## config.mk

```make
export PLATFORM = sky130hd
export DESIGN_NAME = obstacle_scheduler
export DESIGN_NICKNAME = d
export VERILOG_FILES = /design/src/rtl/obstacle_scheduler.sv
export SDC_FILE = /design/constraint.sdc
export NUM_CORES = 1
export LEC_CHECK = 0
export ABC_CLOCK_PERIOD_IN_PS = 2750
export BUFFER_PORTS_ARGS = -buffer_cell sky130_fd_sc_hd__buf_2
export CAP_MARGIN = 20
export CORE_MARGIN = 1.5
export CORE_UTILIZATION = 50
export DETAILED_ROUTE_END_ITERATION = 7
export HOLD_SLACK_MARGIN = 0.15
export PLACE_DENSITY = 0.69
export SLEW_MARGIN = 20
export SYNTH_ARGS = -nofsm -noshare
export SYNTH_HDL_FRONTEND = slang
export SYNTH_SLANG_ARGS = --single-unit
```

## constraint.sdc

```tcl
create_clock -name clk_i -period 2.75 [get_ports clk_i]
set_clock_uncertainty 0.15 [all_clocks]
set_input_delay 0.275 -clock clk_i [delete_from_list [all_inputs] [get_ports clk_i]]
set_output_delay 0.275 -clock clk_i [all_outputs]
set_load 0.01 [all_outputs]
```

## src/rtl/obstacle_scheduler.sv

```systemverilog
// Obstacle spawn scheduler: frame-gap pacing, round-robin slot grant, level ramp.
// Define OBSTACLE_SCHED_STATS_EN to enable the saturating spawn counter.
module obstacle_scheduler #(
  parameter int N_SLOTS      = 3,
  parameter int GAP_BASE     = 90,
  parameter int GAP_STEP     = 10,
  parameter int GAP_FLOOR    = 30,
  parameter int LEVEL_FRAMES = 600,
  parameter int MAX_LEVEL    = 6,
  parameter int BIRD_LEVEL   = 2,
  parameter int SPAWN_THRESH = 64
) (
  input  logic               clk_i,
  input  logic               rst_ni,
  input  logic               run_i,
  input  logic               hit_i,
  input  logic               next_frame_i,
  input  logic [15:0]        rand_i,
  input  logic [N_SLOTS-1:0] busy_i,
  output logic [N_SLOTS-1:0] spawn_o,
  output logic [2:0]         level_o,
  output logic [7:0]         spawn_cnt_o
);

  localparam int PW = (N_SLOTS > 1) ? $clog2(N_SLOTS) : 1;
  localparam int FW = (LEVEL_FRAMES > 1) ? $clog2(LEVEL_FRAMES) : 1;

  typedef enum logic [1:0] {
    IDLE, COOLDOWN, ARMED, FROZEN
  } state_t;

  state_t             state_q, state_d;
  logic [7:0]         gap_q, gap_d;
  logic [FW-1:0]      frame_q, frame_d;
  logic [2:0]         level_q, level_d;
  logic [PW-1:0]      rr_q, rr_d, rr_next;
  logic [N_SLOTS-1:0] spawn_q, spawn_d;
  logic [N_SLOTS-1:0] elig, gnt_oh;
  logic [PW-1:0]      gnt_idx;
  logic               found, want, open, fire;
  int                 idx;
  logic               unused_rand;

  assign unused_rand = ^rand_i[15:8];

  function automatic logic [7:0] gap_of(input logic [2:0] lvl);
    int g;
    g = GAP_BASE - int'(lvl) * GAP_STEP;
    if (g < GAP_FLOOR) g = GAP_FLOOR;
    return 8'(g);
  endfunction

  always_comb begin
    elig = '0;
    for (int i = 0; i < N_SLOTS; i++)
      elig[i] = !busy_i[i] &&
                (i == 0 || level_q >= 3'(BIRD_LEVEL));
  end

  // First eligible slot at or after rr_q, wrapping.
  always_comb begin
    found   = 1'b0;
    gnt_idx = '0;
    gnt_oh  = '0;
    idx     = 0;
    for (int k = 0; k < N_SLOTS; k++) begin
      idx = int'(rr_q) + k;
      if (idx >= N_SLOTS) idx = idx - N_SLOTS;
      if (!found && elig[idx]) begin
        found   = 1'b1;
        gnt_idx = PW'(idx);
      end
    end
    if (found) gnt_oh[gnt_idx] = 1'b1;
  end

  assign rr_next = (gnt_idx == PW'(N_SLOTS - 1)) ?
                   '0 : gnt_idx + 1'b1;
  assign want = found && (rand_i[7:0] < 8'(SPAWN_THRESH));

  always_comb begin
    state_d = state_q;
    gap_d   = gap_q;
    frame_d = frame_q;
    level_d = level_q;
    rr_d    = rr_q;
    spawn_d = '0;
    fire    = 1'b0;
    open    = 1'b0;
    if (!run_i) begin
      state_d = IDLE;
      gap_d   = '0;
      frame_d = '0;
      level_d = '0;
      rr_d    = '0;
    end else begin
      unique case (state_q)
        IDLE: begin
          state_d = COOLDOWN;
          gap_d   = gap_of(3'd0);
        end
        COOLDOWN, ARMED: begin
          if (hit_i) begin
            state_d = FROZEN;
          end else if (next_frame_i) begin
            if (frame_q == FW'(LEVEL_FRAMES - 1)) begin
              frame_d = '0;
              if (level_q < 3'(MAX_LEVEL))
                level_d = level_q + 3'd1;
            end else begin
              frame_d = frame_q + 1'b1;
            end
            // The frame that expires the gap is already a spawn opportunity.
            open = (state_q == ARMED) || (gap_q <= 8'd1);
            if (state_q == COOLDOWN && gap_q != 8'd0)
              gap_d = gap_q - 8'd1;
            if (open) begin
              if (want) begin
                state_d = COOLDOWN;
                gap_d   = gap_of(level_q);
                spawn_d = gnt_oh;
                rr_d    = rr_next;
                fire    = 1'b1;
              end else begin
                state_d = ARMED;
              end
            end
          end
        end
        FROZEN: begin
          if (!hit_i) begin
            state_d = COOLDOWN;
            gap_d   = gap_of(level_q);
          end
        end
        default: state_d = IDLE;
      endcase
    end
  end

  always_ff @(posedge clk_i or negedge rst_ni) begin
    if (!rst_ni) begin
      state_q <= IDLE;
      gap_q   <= '0;
      frame_q <= '0;
      level_q <= '0;
      rr_q    <= '0;
      spawn_q <= '0;
    end else begin
      state_q <= state_d;
      gap_q   <= gap_d;
      frame_q <= frame_d;
      level_q <= level_d;
      rr_q    <= rr_d;
      spawn_q <= spawn_d;
    end
  end

  assign spawn_o = spawn_q;
  assign level_o = level_q;

`ifdef OBSTACLE_SCHED_STATS_EN
  logic [7:0] cnt_q;

  always_ff @(posedge clk_i or negedge rst_ni) begin
    if (!rst_ni)
      cnt_q <= '0;
    else if (!run_i)
      cnt_q <= '0;
    else if (fire && cnt_q != 8'hFF)
      cnt_q <= cnt_q + 8'd1;
  end

  assign spawn_cnt_o = cnt_q;
`else
  logic unused_fire;
  assign unused_fire = fire;
  assign spawn_cnt_o = 8'd0;
`endif

endmodule
```

==> reports/qor.csv, run 1 <==
metric;value;unit
syn_inst;272;
r2r_start;gap_q[4]$_DFFE_PN0P_;
grt_max_degree;29;
r2r_end;gap_q[5]$_DFFE_PN0P_;
overflow;0;
fin_setup_tns;0;ps
max_freq;384.7;MHz
hp-class;in2reg;
maxCapViolations;0;
crit_type;reg2reg;
die_y;71.34;um
ys_types;59;
maxSlewViolCount;0;
path_depth;7;
portBuffers;15;
die_width;71.34;um
cp.required;2770;ps
ant_nets;0;
first_global_vias;1927;
startpoint;gap_q[4]$_DFFE_PN0P_;
worstHoldStart;rand_i[6];
startpoint_type;flop;
period_needed;2599;ps
cp_max_fo;8;
place.gp.congestion;0.8842;
vdd_drop_max;0.4396;mV
totalWireLength;5193;um
crit_arrival;2620;ps
whs;234.3;ps
grt_setup_unrepaired;false;
fin_nets;343;
end_kind;flop;
h-tree-depth;1;
rrSetupSlack;150;ps
wire_per_inst;14.79;um
finalSetupViolCount;0;
synth_edf_count;0;
grt_use_total;0.2203;
fin_util;0.5921;
drive_gt1_frac;0.1739;
initial_utilization;0.5289;
viasPerCell;5.792;
path_cells;or4_1 -> o41ai_4 -> nand2_2 -> a21oi_4 -> buf_4 -> mux2i_1 -> o21ai_1;
reg2regPathDepth;7;
clk_latency;280;ps
syn2layout_area_growth;11.95;%
p_per_area;718.4;nW/um^2
async_flop_share;1.000;
antenna_found_initial;0;
crit_end;gap_q[5]$_DFFE_PN0P_;
design.die.area;5089;um^2
yosysWarnings;0;
fin_ws;150.6;ps
finalCritPeriodShare;0.9453;
slowest_stage;or4_1;
rows;24;
hold_violations;0;
cpPeakStageDelay;580;ps
final_common_cell;dfrtp_1;
p_leak;1.193;nW
dominantRegCellSynth;dfrtp_1;
first_iter_violations;112;
status;finished clean;
ys_seq_area_frac;0.3001;
dp_slack;157.2;ps
synth_area;2335;um^2
dp_hpwl;3901;um
grt_pass1_wl;9066;um
remaining_drc_errors;0;
crit_family;compound AO/OA/AOI/OAI gates;
worstMarginPinSlew;646.0;ps
vias;2033;
cts_tree;done;
synth.avg_cell_area;8.584;um^2
cts_buffers;3;
n_fill_cell;407;
finalPower;1.878;mW
cts_num_sinks;28;
ioPinCount;38;
clk_pin_slew;100;ps
root_buffer;clkbuf_8;
firstDrtPassIters;5;
ys_ff_latch;28;
cts_buffer_depth;2;
maxSlewHeadroom;0.5693;
worstPathBufferInverterCount;1;
layout_common_cells;dfrtp_1 (28), ha_1 (19), nand2_1 (18), a21oi_1 (18), nor2_1 (18);
core;4414;um^2
antenna_cells;0;
## worst register-to-register path, delay by kind of cell, from the launching register on
kind,cells,cell delay [ps]
multiplexers,1,200
flip-flops,1,430
AND/OR/NAND/NOR,2,720
AO/OA/AOI/OAI,3,780
buffers and inverters,1,210
## flip-flops by register name, summed over array words and instances, names as in the netlist
signal	flops
frame_q	10
gap_q	8
level_o	3
spawn_o	3
rr_q	2
state_q	2
## repair_timing
| action | CTS | global route |
|---|---|---|
| resized for setup | 0 | 1 |
| hold buffers | 1 | 0 |
| endpoints found under the hold margin | 28 | 0 |
| buffers inserted | 0 | 0 |
| endpoints found under the setup margin | 0 | 3 |
## cell usage after synthesis (all sizes together) (2+ instances only)
| library cell | n | area, um^2 |
|---|---|---|
| nor2b | 9 | 56.30 |
| clkbuf | 6 | 22.52 |
| xor2 | 4 | 35.03 |
| nor3 | 15 | 75.07 |
| xnor2 | 3 | 26.28 |
| or4 | 2 | 15.01 |
| nor4bb | 2 | 20.02 |
| mux2i | 6 | 60.06 |
| dfrtp | 28 | 700.7 |
| nor2 | 18 | 67.56 |
| a21oi | 19 | 106.4 |
| ha | 19 | 237.7 |
| nor4 | 2 | 27.53 |
| nor3b | 6 | 45.04 |
| or3 | 2 | 12.51 |
| o31ai | 6 | 45.04 |
| nand3 | 11 | 55.05 |
| o41ai | 3 | 45.05 |
| nand2 | 20 | 85.08 |
| a32o | 2 | 20.02 |
| and2 | 3 | 18.77 |
| or2 | 4 | 25.02 |
| nand2b | 7 | 43.79 |
| buf | 11 | 73.82 |
| inv | 15 | 56.30 |
| a211oi | 2 | 15.01 |
| a21boi | 2 | 15.01 |
| o21ai | 19 | 95.09 |
| a21o | 2 | 15.01 |
| mux2 | 3 | 37.53 |
| a31oi | 2 | 12.51 |
## report_power, final
part           leakage (nW)  internal, mW  switching, mW
combinational         0.777         0.426          0.564
sequential            0.380         0.475         0.0769
clock                0.0357         0.195          0.141
total                  1.19          1.10          0.782
## stage by stage
stage | instance area, um^2 | std cells
finish | 2614 | 351
global route | 2614 | 351
CTS | 2614 | 351
detailed placement | 2532 | 346
global placement | 2532 | 346
floorplan | 2361 | 279
## cell families after synthesis
logic type	synth area share
DFF	0.3001
xor gates and xnor gates	0.02626
AOI/OAI and AO/OA	0.2154
muxes	0.04180
buffers and inverters	0.06538
and+or+nand+nor	0.2476
other	0.001606
adders and majority gates	0.1018
## worst min path at each step
stage                                        end  slack [ps]  cells after the start
after global routing         rr_q[1]$_DFFE_PN0P_         260                      2
after CTS                    rr_q[1]$_DFFE_PN0P_         240                      2
after global placement    frame_q[4]$_DFFE_PN0P_         190                      1
after detailed placement  frame_q[4]$_DFFE_PN0P_         200                      1
final                        rr_q[0]$_DFFE_PN0P_         230                      5
after floorplan           frame_q[0]$_DFFE_PN0P_        -170                      0
## metal layers
metal  GRT usage  vias to the layer above  wire [um]  share of wire
met5           0                        -          0              0
met4     0.04612                        0         29         0.0056
met2      0.3693                       39       2645           0.51
met1      0.3001                      977       2338           0.45
li1            -                     1015          -              -
met3     0.03797                        2        180          0.035
## area by class of cell
cell class	instances	area, um^2	area share
repair buffers	33	212.7	0.08138
flip-flops and latches	28	700.7	0.2681
clock inverters	1	30.03	0.01149
well taps	52	65.06	0.02489
clock buffers	3	41.29	0.01580
inverters	15	56.30	0.02154
multi-input cells	219	1508	0.5768
Power figures use the tool's default switching activity.
==> run 2: changes to the inputs <==
- CORE_MARGIN: 1.5 -> unset
- PLACE_DENSITY: 0.69 -> 0.72
- SLEW_MARGIN: 20 -> 10
==> run 2 against run 1 <==
Sequential power barely moved. Clock power fell by 22%. Die area fell by 2.8%. Final area fell by 0.34%. Sequential share of layout area rose by 0.090 points. Non-clock buffer count rose by 1. First-iteration DRC count rose by 34%. Flip-flop and latch count did not move. Via count fell by 0.30%. Power fell by 3.5%. Final cell count rose by 0.28%. Worst setup slack improved by 47 ps. Critical path type unchanged.
==> reports/qor.csv, run 2 (synthesized netlist as in run 1, its figures left out) <==
metric;value;unit;change
end_kind;flop;;
layout_common_cells;dfrtp_1 (28), ha_1 (19);;
totalWireLength;5024;um;-3.3%
p_leak;1.190;nW;-0.24%
path_cells;or4_1 -> o41ai_4 -> nand2_2 -> a21oi_4 -> buf_4 -> nand2_4 -> o32ai_2;;
largest_register_ff_count;10;;unchanged
hp-class;in2reg;;
place_area;2540;um^2;+0.30%
grt_setup_unrepaired;false;;
final_area;2605;um^2;-0.34%
rows;24;;unchanged
die_width;70.34;um;-1.4%
crit_type;reg2reg;;
root_buffer;clkbuf_8;;
overflow;0;;unchanged
finalCritPeriodShare;0.9282;;-0.01709
period_needed;2552;ps;-47.00 ps
core;4414;um^2;unchanged
regMostFlops;frame_q;;
wire_per_inst;14.27;um;-3.5%
design.die.area;4947;um^2;-2.8%
vias;2027;;-0.30%
maxCapViolations;0;;unchanged
startpoint_type;flop;;
fin_setup_tns;0;ps;unchanged
worstMarginPinSlew;636.1;ps;-9.890 ps
grt_max_degree;29;;unchanged
reg_top3;frame_q x10, gap_q x8;;
ant_nets;0;;unchanged
die_y;70.34;um;-1.4%
p_per_area;695.7;nW/um^2;-3.2%
cts_num_sinks;28;;unchanged
h-tree-depth;1;;unchanged
clk_latency;280;ps;about the same
maxSlewViolCount;0;;unchanged
grt_pass1_wl;8611;um;-5.0%
cpPeakStageDelay;570;ps;about the same
status;finished clean;;
firstDrtPassIters;4;;-1
place.gp.congestion;0.9060;;+2.5%
cts_tree;done;;
whs;249.1;ps;+14.78 ps
syn2layout_area_growth;11.58;%;
drive_gt1_frac;0.1767;;+0.002754
cp_max_fo;8;;unchanged
place_inst;347;;+0.29%
initial_utilization;0.5289;;unchanged
crit_arrival;2590;ps;-30 ps
viasPerCell;5.759;;-0.58%
hold_violations;0;;unchanged
finalSetupViolCount;0;;unchanged
dp_hpwl;3794;um;-2.7%
first_iter_violations;150;;+34%
maxSlewHeadroom;0.5759;;+0.006594
final_common_cell;dfrtp_1;;
cts_buffer_depth;2;;unchanged
stdcell_count;352;;+0.28%
vdd_drop_max;0.4788;mV;+8.9%
clk_pin_slew;100;ps;about the same
cts_buffers;3;;unchanged
first_global_vias;1923;;-0.21%
antenna_found_initial;0;;unchanged
portBuffers;15;;unchanged
slowest_stage;or4_1;;
grt_use_total;0.2125;;-0.007746
max_freq;391.8;MHz;+1.8%
cp.required;2790;ps;+20 ps
ioPinCount;38;;unchanged
antenna_cells;0;;unchanged
fin_nets;344;;+0.29%
remaining_drc_errors;0;;unchanged
run 2: cell count changes in the layout (fill, tap and decap cells not counted), sizes merged:
cell / before / now
bufinv: 1 / 0
clkbuf: 3 / 4
buf: 32 / 33
run 2: critical path: cells and delay by family (launching register included):
family,cells,cell delay (ps)
flops,1,400
buf+inv,1,190
simple gates,3,770
compound gates,3,950
run 2: area by class of cell:
| cell class | count | area (um^2) |
|---|---|---|
| repair buffers | 34 | 220.2 |
| well taps | 52 | 65.06 |
| clock buffers | 4 | 55.05 |
| multi-input cells | 219 | 1508 |
| inverters | 15 | 56.30 |
| fillers | 397 | 1809 |
| flip-flops and latches | 28 | 700.7 |
run 2: path summary, 6_finish.rpt:
path	start	to	slack [ps]	depth (start not counted)
max	gap_q[3]$_DFFE_PN0P_	rr_q[0]$_DFFE_PN0P_	200	7
min	run_i	rr_q[1]$_DFFE_PN0P_	250	2
max reg2reg	gap_q[3]$_DFFE_PN0P_	rr_q[0]$_DFFE_PN0P_	200	7
min reg2reg	frame_q[9]$_DFFE_PN0P_	frame_q[9]$_DFFE_PN0P_	340	1
max in group asynchronous	rst_ni	frame_q[2]$_DFFE_PN0P_	1640	2
min in group asynchronous	rst_ni	gap_q[7]$_DFFE_PN0P_	400	2
run 2: report_power, final:
| group | total [mW] | internal, mW | switching [mW] | leakage, nW |
|---|---|---|---|---|
| clock network | 0.261 | 0.128 | 0.133 | 0.0288 |
| registers | 0.550 | 0.475 | 0.0756 | 0.380 |
| logic | 1.00 | 0.429 | 0.571 | 0.781 |
run 2: routing by layer:
metal | vias to the layer above | track usage | wire length [um]
met4 | 0 | 0.05111 | 91
li1 | 1021 | - | -
met1 | 961 | 0.2738 | 2401
met5 | - | 0 | 0
met2 | 37 | 0.3704 | 2401
met3 | 8 | 0.03319 | 130
run 2: per-stage QoR:
step                      power, mW  setup WS (ps)    util
after CTS                     1.804          193.5  0.5901
after detailed placement      1.533          216.0  0.5754
after global routing          1.940          33.12  0.5901
after floorplan               1.251          219.5       -
after global placement        1.514          243.2  0.5754
final                         1.812          197.6  0.5901
run 2: timing repair:
action / in CTS / in global routing
setup buffers: 0 / 0
resized for setup: 0 / 0
endpoints found under the hold margin: 28 / 0
hold buffers: 1 / 0
==> run 3: changes to the inputs <==
- ABC_AREA: unset -> 1
- HOLD_SLACK_MARGIN: 0.15 -> 0.03
==> run 3 against run 2 <==
The run now ends with DRC left. Area after synthesis is 2.0% higher. Via count is 4.6% higher. Flip-flop and latch count stayed put. Combinational power is 17% higher. Final cell count is 16% higher. First-iteration DRC count is 6.7% lower. Sequential share of layout area is 0.37 points higher. Critical endpoint is now gap_q[4]$_DFFE_PN0P_. Largest power group unchanged.
==> reports/qor.csv, run 3 <==
metric;value;unit;change
status;finished with violations;;
violations;DRC;;
dominantRegCellSynth;dfrtp_1;;
cpPeakStageDelay;450;ps;-120 ps
synth_area;2381;um^2;+2.0%
worstMarginPinSlew;642.8;ps;+6.727 ps
dp_hpwl;3742;um;-1.4%
fin_nets;399;;+16%
die_width;71.01;um;+0.95%
async_flop_share;1.000;;unchanged
root_buffer;clkbuf_8;;
totalWireLength;4813;um;-4.2%
grt_pass1_wl;8611;um;unchanged
initial_utilization;0.5322;;+0.003247
clk_pin_slew;110;ps;about the same
die_y;71.01;um;+0.95%
ys_seq_area_frac;0.2943;;-0.005835
comb_power_share;0.570;;+0.018
ant_nets;0;;unchanged
place.gp.congestion;0.8751;;-3.4%
vdd_drop_max;0.3696;mV;-23%
place_inst;402;;+16%
grt_max_degree;29;;unchanged
core;4474;um^2;+1.4%
cpMostUsedCell;nand2_1;;
h-tree-depth;1;;unchanged
cts_tree;done;;
ys_ff_latch;28;;unchanged
cts_buffers;3;;unchanged
finalSetupViolCount;0;;unchanged
p_per_area;797.8;nW/um^2;+15%
grt_setup_unrepaired;false;;
crit_family;adder cells;;
largest_register_ff_count;10;;unchanged
antenna_cells;0;;unchanged
n_fill_cell;433;;+9.1%
antenna_found_initial;0;;unchanged
end_kind;flop;;
portBuffers;15;;unchanged
viasPerCell;5.211;;-9.5%
fin_setup_tns;0;ps;unchanged
hp-class;in2reg;;
swShare;0.4662;;+0.03601
slowest_stage;dfrtp_1;;
drive_gt1_frac;0.1437;;-0.03300
rows;24;;unchanged
syn2layout_area_growth;7.935;%;
vias;2121;;+4.6%
hold_violations;0;;unchanged
wire_per_inst;11.83;um;-17%
maxCapViolations;0;;unchanged
cts_buffer_depth;2;;unchanged
fin_util;0.5744;;-0.01575
grt_use_total;0.2129;;+0.0003826
first_global_vias;1978;;+2.9%
power_frac_clock;0.162;;+0.018
syn_inst;337;;+24%
cp.required;2790;ps;about the same
path_cells;ha_1 -> ha_2 -> nand3_1 -> a21oi_1 -> ha_1 -> inv_1 -> nand2_1 -> nor2_1 -> nand4_1 -> nand3_1 -> nand2_1 -> nand2_1 -> nand2_1;;
maxSlewViolCount;0;;unchanged
p_int;1.094;mW;+6.0%
p_seq_frac;0.268;;-0.036
first_iter_violations;140;;-6.7%
period_needed;2531;ps;-21.11 ps
yosys-top-cells-count;nand2_1 (91), nor2_1 (36), inv_1 (32);;
design.die.area;5042;um^2;+1.9%
maxSlewHeadroom;0.5714;;-0.004485
yosysWarnings;0;;unchanged
post_cts_buffers;0;;unchanged
synth.avg_cell_area;7.065;um^2;-18%
overflow;0;;unchanged
startpoint_type;flop;;
cts_num_sinks;28;;unchanged
crit_type;reg2reg;;
switching_power;956.0;uW;+23%
synth_edf_count;0;;unchanged
final_common_cell;nand2_1;;
synthTopCellsByArea;dfrtp_1 (29%), nand2_1 (14%), ha_1 (10%);;
regMostFlops;frame_q;;
yosysMostFrequentCell;nand2_1;;
netlist.area_leader.share;0.2943;;-0.005835
yosys.area.top_type;dfrtp_1;;
clk_latency;280;ps;about the same
ioPinCount;38;;unchanged
cp_max_fo;6;;-2
ys_types;41;;-31%
finalCritPeriodShare;0.9205;;-0.007675
remaining_drc_errors;3;;+3
reg_top3;frame_q x10, gap_q x8;;
crit_arrival;2570;ps;-20 ps
worstPathBufferInverterCount;1;;unchanged
stdcell_count;407;;+16%
max_freq;395.0;MHz;+0.83%
layout_common_cells;nand2_1 (91), nor2_1 (36), inv_1 (32), dfrtp_1 (28), nand3_1 (22);;
firstDrtPassIters;6;;+2
p_leak;1.315;nW;+11%
==> run 3: per-layer routing <==
layer,GRT usage,vias up,part of all wire
li1,-,1110,-
met1,0.2892,972,0.49
met2,0.3579,34,0.47
met3,0.03276,5,0.029
met4,0.05111,0,0.0085
met5,0,-,0
==> run 3: what timing repair did <==
action / in CTS / in global routing
gates resized for setup: 0 / 2
setup endpoints to repair: 0 / 4
hold endpoints to repair: 28 / 0
hold buffers: 1 / 0
==> run 3: layout make-up <==
| class | instances | area (um^2) | share of cell area |
|---|---|---|---|
| sequential | 28 | 700.7 | 0.2726 |
| inverter | 41 | 156.4 | 0.06086 |
| multi-input combinational | 263 | 1469 | 0.5716 |
| tap | 52 | 65.06 | 0.02532 |
| clock inverter | 1 | 30.03 | 0.01168 |
| clock buffer | 3 | 41.29 | 0.01607 |
| timing repair buffer | 19 | 107.6 | 0.04187 |
==> run 3: per-stage QoR <==
stage | hold WS, ps | power (mW) | setup slack (ps) | cell area [um^2]
floorplan | -170.6 | 1.489 | 327.2 | 2407
global placement | 192.1 | 1.682 | 280.4 | 2484
detailed placement | 195.8 | 1.709 | 200.6 | 2484
finish | 174.5 | 2.050 | 218.7 | 2570
CTS | 161.8 | 2.052 | 198.0 | 2565
global route | 181.1 | 2.250 | 8.663 | 2570
==> run 3: cells by family (layout without fill, tap and decap cells) <==
kind of cell / after synthesis / in the layout / share of synthesized area
AO/OA/AOI/OAI: 40 / 40 / 0.1009
XOR/XNOR: 9 / 9 / 0.03311
adder cells (fa/ha/maj): 19 / 19 / 0.09984
buffers and inverters: 53 / 64 / 0.1019
flip-flops: 28 / 28 / 0.2943
multiplexers: 1 / 1 / 0.004204
other: 1 / 8 / 0.001575
AND/OR/NAND/NOR: 186 / 186 / 0.3642
==> run 3: power groups by stage <==
stage	sequential [mW]	clock, mW	combinational [mW]
after global placement	0.553	0	1.13
after CTS	0.548	0.344	1.16
after detailed placement	0.556	0	1.15
after floorplan	0.558	0	0.931
after global routing	0.558	0.357	1.34
final	0.549	0.333	1.17
==> run 3: worst paths after layout <==
check	from	end	slack, ps	cells past startpoint
max reg2reg	level_o[0]$_DFFE_PN0P_	gap_q[4]$_DFFE_PN0P_	220	13
min reg2reg	gap_q[7]$_DFFE_PN0P_	gap_q[7]$_DFFE_PN0P_	340	2
min	run_i	rr_q[1]$_DFFE_PN0P_	170	3
max in group asynchronous	rst_ni	state_q[1]$_DFFE_PN0P_	1630	2
max	level_o[0]$_DFFE_PN0P_	gap_q[4]$_DFFE_PN0P_	220	13
min in group asynchronous	rst_ni	gap_q[5]$_DFFE_PN0P_	380	2
==> run 3: worst register-to-register path, cell delays in order, from the launching register on <==
cell     delay (ps)
dfrtp_1         450
ha_1            220
ha_2            380
nand3_1         110
a21oi_1         160
ha_1            280
inv_1           140
nand2_1          70
nor2_1          130
nand4_1         110
nand3_1         100
nand2_1          50
nand2_1          50
nand2_1          40
